File: config.mk
export PLATFORM = sky130hd
export DESIGN_NAME = nx_fifo_rd_stage
export DESIGN_NICKNAME = d
export VERILOG_FILES = /design/src/rtl/nx_fifo_rd_pkg.sv /design/src/rtl/nx_fifo_rd_stage.sv
export SDC_FILE = /design/constraint.sdc
export NUM_CORES = 1
export LEC_CHECK = 0
export CORE_MARGIN = 1.5
export CORE_UTILIZATION = 45
export DETAILED_ROUTE_END_ITERATION = 16
export DONT_BUFFER_PORTS = 1
export GPL_TIMING_DRIVEN = 0
export PLACE_DENSITY = 0.66
export SETUP_SLACK_MARGIN = 0.4
export SYNTH_ARGS = -nofsm -noshare
export SYNTH_HDL_FRONTEND = slang
export SYNTH_SLANG_ARGS = --single-unit
File: constraint.sdc
create_clock -name clk -period 2.65 [get_ports clk]
set_input_delay 0.53 -clock clk [delete_from_list [all_inputs] [get_ports clk]]
set_output_delay 0.53 -clock clk [all_outputs]
set_load 0.02 [all_outputs]
File: src/rtl/nx_fifo_rd_pkg.sv
// Shared types for the FIFO read stage.
// Holds the buffer-state encoding and the occupancy width.
package nx_fifo_rd_pkg;

  localparam int OCC_W = 2;

  typedef enum logic [OCC_W-1:0] {
    EMPTY = 2'd0,
    ONE   = 2'd1,
    TWO   = 2'd2
  } rd_state_e;

endpackage

File: src/rtl/nx_fifo_rd_stage.sv
// Two-entry registered read stage behind an nx_fifo.
// Pops the FIFO whenever a slot is free; ren never depends on out_ready.
module nx_fifo_rd_stage
  import nx_fifo_rd_pkg::*;
#(
  parameter int WIDTH      = 132,
  parameter bit DATA_RESET = 1'b1
) (
  input  logic             clk,
  input  logic             rst_n,
  input  logic             clear,
  input  logic             fifo_empty,
  input  logic [WIDTH-1:0] fifo_rdata,
  input  logic             fifo_underflow,
  output logic             fifo_ren,
  output logic             out_valid,
  input  logic             out_ready,
  output logic [WIDTH-1:0] out_data,
  output logic [OCC_W-1:0] occupancy,
  output logic             err
);

  rd_state_e        state_q, state_d;
  logic [WIDTH-1:0] head_q, head_d;
  logic [WIDTH-1:0] tail_q, tail_d;
  logic             err_q, err_d;
  logic             push, pop;
  logic             has_room;

  assign has_room  = (state_q == EMPTY) || (state_q == ONE);
  assign fifo_ren  = rst_n & ~clear & ~fifo_empty & has_room;
  assign out_valid = (state_q == ONE) || (state_q == TWO);
  assign out_data  = head_q;
  assign occupancy = OCC_W'(state_q);
  assign err       = err_q;

  assign push = fifo_ren;
  assign pop  = out_valid & out_ready;

  always_comb begin
    state_d = state_q;
    head_d  = head_q;
    tail_d  = tail_q;
    err_d   = err_q | fifo_underflow;
    if (clear) begin
      state_d = EMPTY;
      head_d  = '0;
      tail_d  = '0;
      err_d   = 1'b0;
    end else begin
      case (state_q)
        EMPTY: begin
          if (push) begin
            state_d = ONE;
            head_d  = fifo_rdata;
          end
        end
        ONE: begin
          unique case (1'b1)
            push && !pop: begin
              state_d = TWO;
              tail_d  = fifo_rdata;
            end
            !push && pop: begin
              state_d = EMPTY;
              head_d  = '0;
            end
            push && pop: begin
              head_d = fifo_rdata;
            end
            default: ;
          endcase
        end
        TWO: begin
          // head is always the oldest word, so a pop shifts tail forward
          if (pop) begin
            state_d = ONE;
            head_d  = tail_q;
            tail_d  = '0;
          end
        end
        default: begin
          state_d = EMPTY;
          head_d  = '0;
          tail_d  = '0;
        end
      endcase
    end
  end

  always_ff @(posedge clk) begin
    if (!rst_n) begin
      state_q <= EMPTY;
      head_q  <= '0;
      err_q   <= 1'b0;
    end else begin
      state_q <= state_d;
      head_q  <= head_d;
      err_q   <= err_d;
    end
  end

  // head always resets so out_data reads 0 when empty
  always_ff @(posedge clk) begin
    if (DATA_RESET && !rst_n) begin
      tail_q <= '0;
    end else begin
      tail_q <= tail_d;
    end
  end

endmodule

Word level (Yosys, flattened, before mapping):

Cells that the tools add are included.

* register bits: 267

* eq/ne operators: 7
* reductions and logical operators: 12
* bitwise gates (word level): 9
* muxes and demuxes: 11

Operator list (number)
* $pmux W132 S3: 2
* $mux W132: 4
* $pmux W132 S2: 1
* $reduce_and A3 Y1: 3
* $ne A3 B1 Y1 const B: 2
* $pmux W2 S3: 1
* $and A1 B1 Y1: 4
* $mux W2: 2
* $ne A2 B2 Y1 const B: 2
* $not A1 Y1: 4
* $pmux W2 S2: 1
* $logic_and A1 B1 Y1: 3
* $eq A2 B1 Y1 const B: 1
* $eq A2 B2 Y1 const B: 1
* $logic_not A1 Y1: 2
* $logic_not A2 Y1: 1
* $logic_or A1 B1 Y1: 2
* $ne A2 B1 Y1 const B: 1
* $reduce_or A2 Y1: 1
* $or A1 B1 Y1: 1

Longest topological paths before layout:

Gate-level depths: netlist of run 1.

* word-level depth: 8
* depth in mapped cells: 9
* mapped depth without buffers: 6

Least setup slack after synthesis of run 1:

No wires, ideal clock.

* path kind: register to register
* from: reg state_q[0] (netlist: occupancy[0])
* to: reg tail_q[100]
* path slack: 433 ps
* cell stages (with the launch flop): 9
* clock period less this slack: 2217 ps
* arrival time: 2095 ps
* buffers on the path: 2
* cell sequence: dfxtp_1 > inv_1 > ha_1 > and2_1 > o31a_1 > nor2_1 > buf_2 > clkbuf_2 > o21ai_0

* longest elaborated chain between the ends: 7

Ends and longest elaborated chain
* start: declaration: line nx_fifo_rd_stage.sv:23 `rd_state_e state_q, state_d;`
* start signal: assignment: line nx_fifo_rd_stage.sv:97 `state_q <= state_d;`
* $eq A2 B1 Y1 or $eq A2 B2 Y1 (tied branches): line nx_fifo_rd_stage.sv:32 `assign out_valid = (state_q == ONE) || (state_q == TWO);`
* $logic_or A1 B1 Y1 (*): line nx_fifo_rd_stage.sv:32
* via out_valid: line nx_fifo_rd_stage.sv:16 `output logic out_valid,`
* $and A1 B1 Y1 (*): line nx_fifo_rd_stage.sv:38 `assign pop = out_valid & out_ready;`
* $logic_not A1 Y1: line nx_fifo_rd_stage.sv:60 `push && !pop: begin`
* $logic_and A1 B1 Y1: line nx_fifo_rd_stage.sv:60
* $ne A2 B1 Y1 (no line)
* $reduce_and A3 Y1 (no line) (*)
* end signal: assignment: line nx_fifo_rd_stage.sv:108 `tail_q <= tail_d;`
* end: declaration: line nx_fifo_rd_stage.sv:25 `logic [WIDTH-1:0] tail_q, tail_d;`

Mark *: on every way through the listed nets, which the timed path passes. The rest lies on a longest branch.
A chain may end at the register's enable or synchronous reset.

Worst setup path in the final report of run 1:

* from: reg state_q[0] (netlist: occupancy[0])
* to: out fifo_ren

* longest elaborated chain between the ends: 3

Ends and longest elaborated chain
* $eq A2 B1 Y1 or $logic_not A2 Y1 (tied branches): line nx_fifo_rd_stage.sv:30 `assign has_room = (state_q == EMPTY) || (state_q == ONE);`
* $logic_or A1 B1 Y1 (*): line nx_fifo_rd_stage.sv:30
* $and A1 B1 Y1 (*): line nx_fifo_rd_stage.sv:31 `assign fifo_ren = rst_n & ~clear & ~fifo_empty & has_room;`
* end: declaration: line nx_fifo_rd_stage.sv:15 `output logic fifo_ren,`

Every way passes the cells marked *; elsewhere a longest branch is shown, timed or not.

==> results of run 1 <==
[cells by family (layout without fill, tap and decap cells)]
group,Yosys count,after routing,share of synthesized area (%)
buffers and inverters,195,270,6.423
and+or+nand+nor,496,496,20.01
muxes,1,1,0.08067
adders and majority gates,6,6,0.6050
DFF,267,267,43.08
AOI/OAI and AO/OA,552,552,29.81
[registers in the layout (all words and copies together) (netlist names)]
signal	count
occupancy	2
out_data	132
err	1
tail_q	132
[per-stage QoR]
stage	util [%]	instance area (µm²)
CTS	52.34	14140
detailed placement	47.49	12830
finish	53.17	14370
floorplan	-	12410
global route	53.17	14370
global placement	47.49	12830
[critical path: cells and delay by family (launching register included)]
| family | cells | cell delay [ns] |
|---|---|---|
| DFF | 1 | 0.47 |
| AOI/OAI and AO/OA | 1 | 0.24 |
| adders and majority gates | 1 | 0.17 |
| buffers and inverters | 3 | 0.30 |
[layout by cell type, fill, tap and decap left out, types with 12 or more instances in the layout]
cell / instances
sky130_fd_sc_hd__buf_4: 35
sky130_fd_sc_hd__clkbuf_2: 40
sky130_fd_sc_hd__a22oi_1: 95
sky130_fd_sc_hd__nand4_1: 227
sky130_fd_sc_hd__dfxtp_1: 265
sky130_fd_sc_hd__o21ai_0: 126
sky130_fd_sc_hd__clkbuf_1: 75
sky130_fd_sc_hd__a21oi_1: 110
sky130_fd_sc_hd__nor2_1: 40
sky130_fd_sc_hd__a22o_1: 37
sky130_fd_sc_hd__a2bb2oi_1: 37
sky130_fd_sc_hd__a21o_1: 95
sky130_fd_sc_hd__buf_2: 21
sky130_fd_sc_hd__clkinv_2: 12
sky130_fd_sc_hd__buf_1: 14
sky130_fd_sc_hd__clkbuf_4: 12
sky130_fd_sc_hd__clkbuf_16: 32
sky130_fd_sc_hd__nand2_1: 214
sky130_fd_sc_hd__a41oi_1: 36
[final timing paths]
path	startpoint	end	slack, ns	cells after the start
worst min-delay path	fifo_rdata[112]	tail_q[112]	0.10	2
worst min register to register	tail_q[112]	tail_q[112]	0.45	2
worst max-delay path	occupancy[0]	fifo_ren	0.37	5
worst max register to register	occupancy[0]	out_data[10]	0.44	9
[where the power goes]
group | internal [mW] | total [mW] | switching (mW)
combinational | 0.321 | 0.876 | 0.555
sequential | 4.06 | 4.16 | 0.0980
clock | 2.41 | 4.16 | 1.75
total | 6.79 | 9.20 | 2.40
[layer usage]
metal | global-route usage [%] | routed length (µm) | vias to the layer above
met2 | 46.08 | 19510 | 536
met5 | 0 | 0 | -
met3 | 8.183 | 4180 | 83
li1 | - | - | 5797
met1 | 38.36 | 18240 | 5853
met4 | 12.89 | 1682 | 0
[cell type report]
type / instances / area [µm²]
buffer: 191 / 1077
clock buffer: 42 / 877.1
clock inverter: 16 / 115.1
fill: 2590 / 12660
inverter: 4 / 22.52
multi-input combinational: 1055 / 6366
sequential: 267 / 5353
tap: 341 / 426.7
timing repair buffer: 17 / 131.4
[timing repair]
| action | 4_1_cts | 5_1_grt |
|---|---|---|
| endpoints found under the setup margin | 267 | 254 |
| buffers inserted | 7 | 9 |
| pin swaps | 4 | 4 |
| resized for setup | 99 | 97 |
| gates cloned | 1 | 0 |
==> out/summary.txt, run 1 <==
==========================================================================================
Remaining max-slew budget at the tightest pin                                       35.17%
Post-synth design cell area                                                     12,410 µm²
Count of clock tree sinks                                                              267
Wire length of the first global-routing pass                                     66,810 µm
Total gr overflow                                                                        0
P_leak                                                                            4.984 nW
Mean instance size in the synthesized netlist                                    8.179 µm²
DIE HEIGHT                                                                        169.1 µm
Worst Skew                                                                     0.009413 ns
Sum of routed wire length over all layers                                        43,610 µm
Distinct cell type count of the synthesized netlist                                     35
Yosys top cell by area                                                        sky130_fd_sc_hd__dfxtp_1
Min setup slack post-route                                                       0.3693 ns
Sequential fraction of the synthesis area                                           43.08%
Most instantiated library cell after synthesis                                sky130_fd_sc_hd__dfxtp_1
Worst setup EP type                                                             output pin
Number of enable-type register cells in the synthesized netlist                          0
Synthesized netlist net count                                                        1,661
Clock tree root buffer cell                                                   sky130_fd_sc_hd__clkbuf_16
Min cycle time layout                                                             2.281 ns
Transition at the pin with the smallest max-transition slack                     0.9724 ns
Number of instances in the placed design                                             1,858
Total power of the final layout                                                   9.197 mW
Vias per inst                                                                        6.347
Synth Instances                                                                      1,517
Depth of the CTS H-tree                                                                  1
Most numerous cell types in the synthesized netlist                           267 x sky130_fd_sc_hd__dfxtp_1, 227 x sky130_fd_sc_hd__nand4_1, 214 x sky130_fd_sc_hd__nand2_1
CP startpoint kind                                                                    flop
Placement row count                                                                     60
CTS Buf Count                                                                           31
Most used flip-flop cell after synthesis                                      sky130_fd_sc_hd__dfxtp_1
Data required, critical path                                                       2.12 ns
Count of nets left with antenna violations after detail routing                          0
Placer's final routability congestion estimate                                      0.8390
Final worst hold slack                                                           0.1031 ns
Width of the chip                                                                 169.1 µm
Async set-reset flop share out of synthesis                                             0%
Largest fanout on the critical path                                                      7
Pin count of the biggest net entering global routing                                    16
HPWL after detailed placement                                                    29,870 µm
Clock edge transition at the registers on the reported setup and hold paths        0.06 ns
Count of final max-slew check failures                                                   0
Tightest Hold Check Type                                                      input pin to flop
Total of buffers placed on input and output ports                                        0
Arrival time at the worst endpoint                                                 1.75 ns
Maximum vdd drop                                                                 0.4326 mV
Setup Slack @ Placement                                                         -0.3562 ns
Deepest clock path buffer count                                                          3
Area share of the largest cell type after synthesis                                 43.08%
Total of flip-flops plus latches after synthesis                                       267
Achievable clock frequency                                                       438.5 MHz
First-pass iteration count of the detailed router                                        7
Critical-path cell list                                                       inv_4, ha_4, buf_12, buf_8, o21a_4
Yosys synthesis warning count                                                            0
Placeable core region                                                           27,030 µm²
Via count of the first global-routing pass                                          11,660
Post-DR wirelength/cell                                                           22.56 µm
Initial Util                                                                        45.91%
Unrepaired setup endpoints after global routing                                        yes
Initial antenna violation count                                                          0
Via count of the routed design                                                      12,270
Antenna fix cells                                                                        0
Crit path largest cell delay                                                       0.47 ns
Clock latency reported for the late side of the worst-skew pair                    0.57 ns
Status                                                                        finished, final reports clean
Count of nets after finishing                                                        1,711
Total negative slack                                                                  0 ns
Number of max-capacitance violations reported                                            0
Hold violation count in the final report                                                 0
Total Die Area                                                                  28,580 µm²
CTS tree                                                                               yes
Hold bufs inserted after CTS                                                             0
Final setup vio count                                                                    0
Final cycle utilization of the critical path                                        86.07%
Standard cell with the maximum stage delay on the critical path               sky130_fd_sc_hd__dfxtp_4
Critical path start-end classification                                        flop to output pin
Ports                                                                                  275
Fraction of layout instances using a drive strength above 1                         12.31%
Total Routing Usage GR                                                              29.58%
Pwr per Cell Area                                                             640.0 nW/µm²
Main area contributors after synthesis                                        sky130_fd_sc_hd__dfxtp_1 43%, sky130_fd_sc_hd__nand4_1 11%, sky130_fd_sc_hd__nand2_1 6.5%
Final Non-Filler Cells                                                               1,933
Initial DRC count                                                                    1,003
DRC viols                                                                                0
Layout area overhead                                                                15.80%
==========================================================================================
No activity file was read; power rests on OpenSTA's default activity.
==> inputs of run 2 (changes only) <==
--- a/config.mk
+++ b/config.mk
@@ -5,6 +5,7 @@
 export SDC_FILE = /design/constraint.sdc
 export NUM_CORES = 1
 export LEC_CHECK = 0
+export ABC_CLOCK_PERIOD_IN_PS = 2650
 export CORE_MARGIN = 1.5
 export CORE_UTILIZATION = 45
 export DETAILED_ROUTE_END_ITERATION = 16
==> results of run 2 <==
Same layout as run 1: the final DEF is identical, and so are final timing and power.
==> inputs of run 3 (changes only) <==
--- a/config.mk
+++ b/config.mk
@@ -5,7 +5,7 @@
 export SDC_FILE = /design/constraint.sdc
 export NUM_CORES = 1
 export LEC_CHECK = 0
-export ABC_CLOCK_PERIOD_IN_PS = 2650
+export ABC_CLOCK_PERIOD_IN_PS = 2600
 export CORE_MARGIN = 1.5
 export CORE_UTILIZATION = 45
 export DETAILED_ROUTE_END_ITERATION = 16
==> constraint.sdc (replaced) <==
create_clock -name clk -period 2.6 [get_ports clk]
set_input_delay 0.52 -clock clk [delete_from_list [all_inputs] [get_ports clk]]
set_output_delay 0.52 -clock clk [all_outputs]
set_load 0.02 [all_outputs]
==> out/summary.txt, run 3 (synthesis gave the netlist of run 1 again) <==
==========================================================================================
Hold violation count in the final report                                                 0
Final setup vio count                                                                    0
Kind of cell with the highest combined delay on the critical path               flip-flops
Total Routing Usage GR                                                              29.71%
Initial Util                                                                        45.91%
Total power of the final layout                                                   9.373 mW
Total Die Area                                                                  28,580 µm²
Worst reg-to-reg setup slack                                                       0.46 ns
Wire length of the first global-routing pass                                     67,270 µm
Launching point of the worst reg2reg path                                     occupancy[1]
Post-Place Cell Area                                                            12,840 µm²
Total of buffers placed on input and output ports                                        0
Placement row count                                                                     60
CP Depth                                                                                 5
Count of clock tree sinks                                                              267
Largest fanout on the critical path                                                      7
Placeable core region                                                           27,030 µm²
Total gr overflow                                                                        0
Pin count of the biggest net entering global routing                                    14
Clock tree root buffer cell                                                   sky130_fd_sc_hd__clkbuf_16
Ports                                                                                  275
First-pass iteration count of the detailed router                                        6
CP startpoint                                                                 occupancy[1]
Switching fraction of total power                                                   25.40%
CTS tree                                                                               yes
CP startpoint kind                                                                    flop
Crit path largest cell delay                                                       0.45 ns
Hold bufs inserted after CTS                                                             0
Data required, critical path                                                       2.08 ns
Arrival time at the worst endpoint                                                 1.77 ns
Worst Skew                                                                     0.009443 ns
Achievable clock frequency                                                       436.0 MHz
Placer's final routability congestion estimate                                      0.8220
DRC viols                                                                                0
Net Switching                                                                     2.381 mW
HPWL after detailed placement                                                    29,950 µm
Power share of the combinational group                                                9.8%
Count of final max-slew check failures                                                   0
Design internal power                                                             6.993 mW
Critical path start-end classification                                        flop to output pin
Fraction of layout instances using a drive strength above 1                         12.95%
Min cycle time layout                                                             2.294 ns
Final Instance Area                                                             14,570 µm²
Via count of the routed design                                                      12,360
Hold Path End                                                                          err
Sum of routed wire length over all layers                                        43,990 µm
DIE HEIGHT                                                                        169.1 µm
Depth of the CTS H-tree                                                                  1
Initial DRC count                                                                    1,190
Commonest non-fill, non-tap cells in the layout                               265 x sky130_fd_sc_hd__dfxtp_1, 227 x sky130_fd_sc_hd__nand4_1, 214 x sky130_fd_sc_hd__nand2_1
Vias per inst                                                                        6.396
Clock latency reported for the late side of the worst-skew pair                    0.55 ns
Final cycle utilization of the critical path                                        88.22%
Width of the chip                                                                 169.1 µm
Number of filler instances in the final layout                                       2,526
Standard cell with the maximum stage delay on the critical path               sky130_fd_sc_hd__dfxtp_4
Count of nets after finishing                                                        1,714
Post-DR wirelength/cell                                                           22.77 µm
Most common library cell in the layout ignoring fill and taps                 sky130_fd_sc_hd__dfxtp_1
Antenna fix cells                                                                        0
Remaining max-slew budget at the tightest pin                                       44.73%
Count of nets left with antenna violations after detail routing                          0
P_leak                                                                            5.062 nW
Layout area overhead                                                                17.46%
Deepest clock path buffer count                                                          3
Initial antenna violation count                                                          0
Via count of the first global-routing pass                                          11,700
Transition at the pin with the smallest max-transition slack                     0.8291 ns
Clock edge transition at the registers on the reported setup and hold paths        0.07 ns
Status                                                                        finished, final reports clean
Clock group share of total power                                                     44.9%
Pwr per Cell Area                                                             643.2 nW/µm²
Worst setup EP type                                                             output pin
Number of max-capacitance violations reported                                            0
Tightest Hold Check Type                                                      input pin to flop
Flop pwr share                                                                       45.3%
Critical-path cell list                                                       inv_4, ha_4, buf_12, clkbuf_16, o21a_4
Maximum vdd drop                                                                 0.5519 mV
Number of instances on the worst hold path                                               2
Worst hold start                                                              fifo_underflow
Unrepaired setup endpoints after global routing                                        yes
CTS Buf Count                                                                           29
Depth of the worst register-to-register path                                             8
Endpoint of the lowest-slack register-to-register path                          tail_q[23]
Sum of buffers and inverters on the critical path                                        3
==========================================================================================
[run 3: worst reg2reg max path, cell delays in order, from the launching register on]
cell                       delay, ns
sky130_fd_sc_hd__dfxtp_4        0.45
sky130_fd_sc_hd__inv_4          0.08
sky130_fd_sc_hd__ha_4           0.30
sky130_fd_sc_hd__and2_4         0.17
sky130_fd_sc_hd__o31a_1         0.32
sky130_fd_sc_hd__nor2_4         0.21
sky130_fd_sc_hd__buf_8          0.18
sky130_fd_sc_hd__clkbuf_4       0.20
sky130_fd_sc_hd__o21ai_0        0.10
[run 3: per-stage QoR]
stage | util (%) | hold WS, ns | setup WS, ns | instances | TNS, ns
floorplan | - | 0.4288 | 0.4055 | 1517 | 0
global placement | 47.50 | 0.4372 | -0.3557 | 1858 | -68.69
detailed placement | 47.50 | 0.4404 | -0.4037 | 1858 | -77.37
CTS | 52.68 | 0.09280 | 0.3069 | 1922 | 0
global route | 53.93 | 0.1006 | 0.2697 | 1932 | 0
finish | 53.93 | 0.09879 | 0.3062 | 1932 | 0
[run 3: per-layer routing]
metal | global-route usage [%] | wire [µm] | up-vias
li1 | - | - | 5819
met1 | 38.01 | 18390 | 5921
met2 | 46.68 | 19720 | 537
met3 | 9.119 | 4350 | 80
met4 | 12.00 | 1523 | 0
met5 | 0 | 0 | -
[run 3: power by group through the flow]
stage          Combinational, mW  Clock [mW]  Sequential [mW]
6_report                   0.921        4.21             4.24
5_1_grt                    0.998        4.43             4.25
4_1_cts                    0.879        4.25             4.24
3_5_place_dp               0.814           0             4.33
3_3_place_gp               0.804           0             4.33
2_1_floorplan              0.588           0             4.32
[run 3: layout make-up]
type	count	area [µm²]	area share, %
Sequential cell	267	5353	36.73
Tap cell	341	426.7	2.928
Clock buffer	41	830.8	5.701
Clock inverter	11	135.1	0.9272
Multi-Input combinational cell	1055	6382	43.79
Timing Repair Buffer	22	232.7	1.597
Buffer	191	1194	8.190
Inverter	4	20.02	0.1374
[run 3: how the worst max path moves through the flow]
stage               slack (ns)            to
finish                    0.31      fifo_ren
global route              0.27      fifo_ren
CTS                       0.31      fifo_ren
detailed placement       -0.40  out_data[24]
global placement         -0.36  out_data[14]
floorplan                 0.41   tail_q[100]
[run 3: what timing repair did]
| action | CTS | global route |
|---|---|---|
| endpoints found under the setup margin | 268 | 245 |
| cloned | 1 | 2 |
| setup buffers | 11 | 8 |
| gates resized for setup | 115 | 135 |
| pin swaps | 5 | 10 |
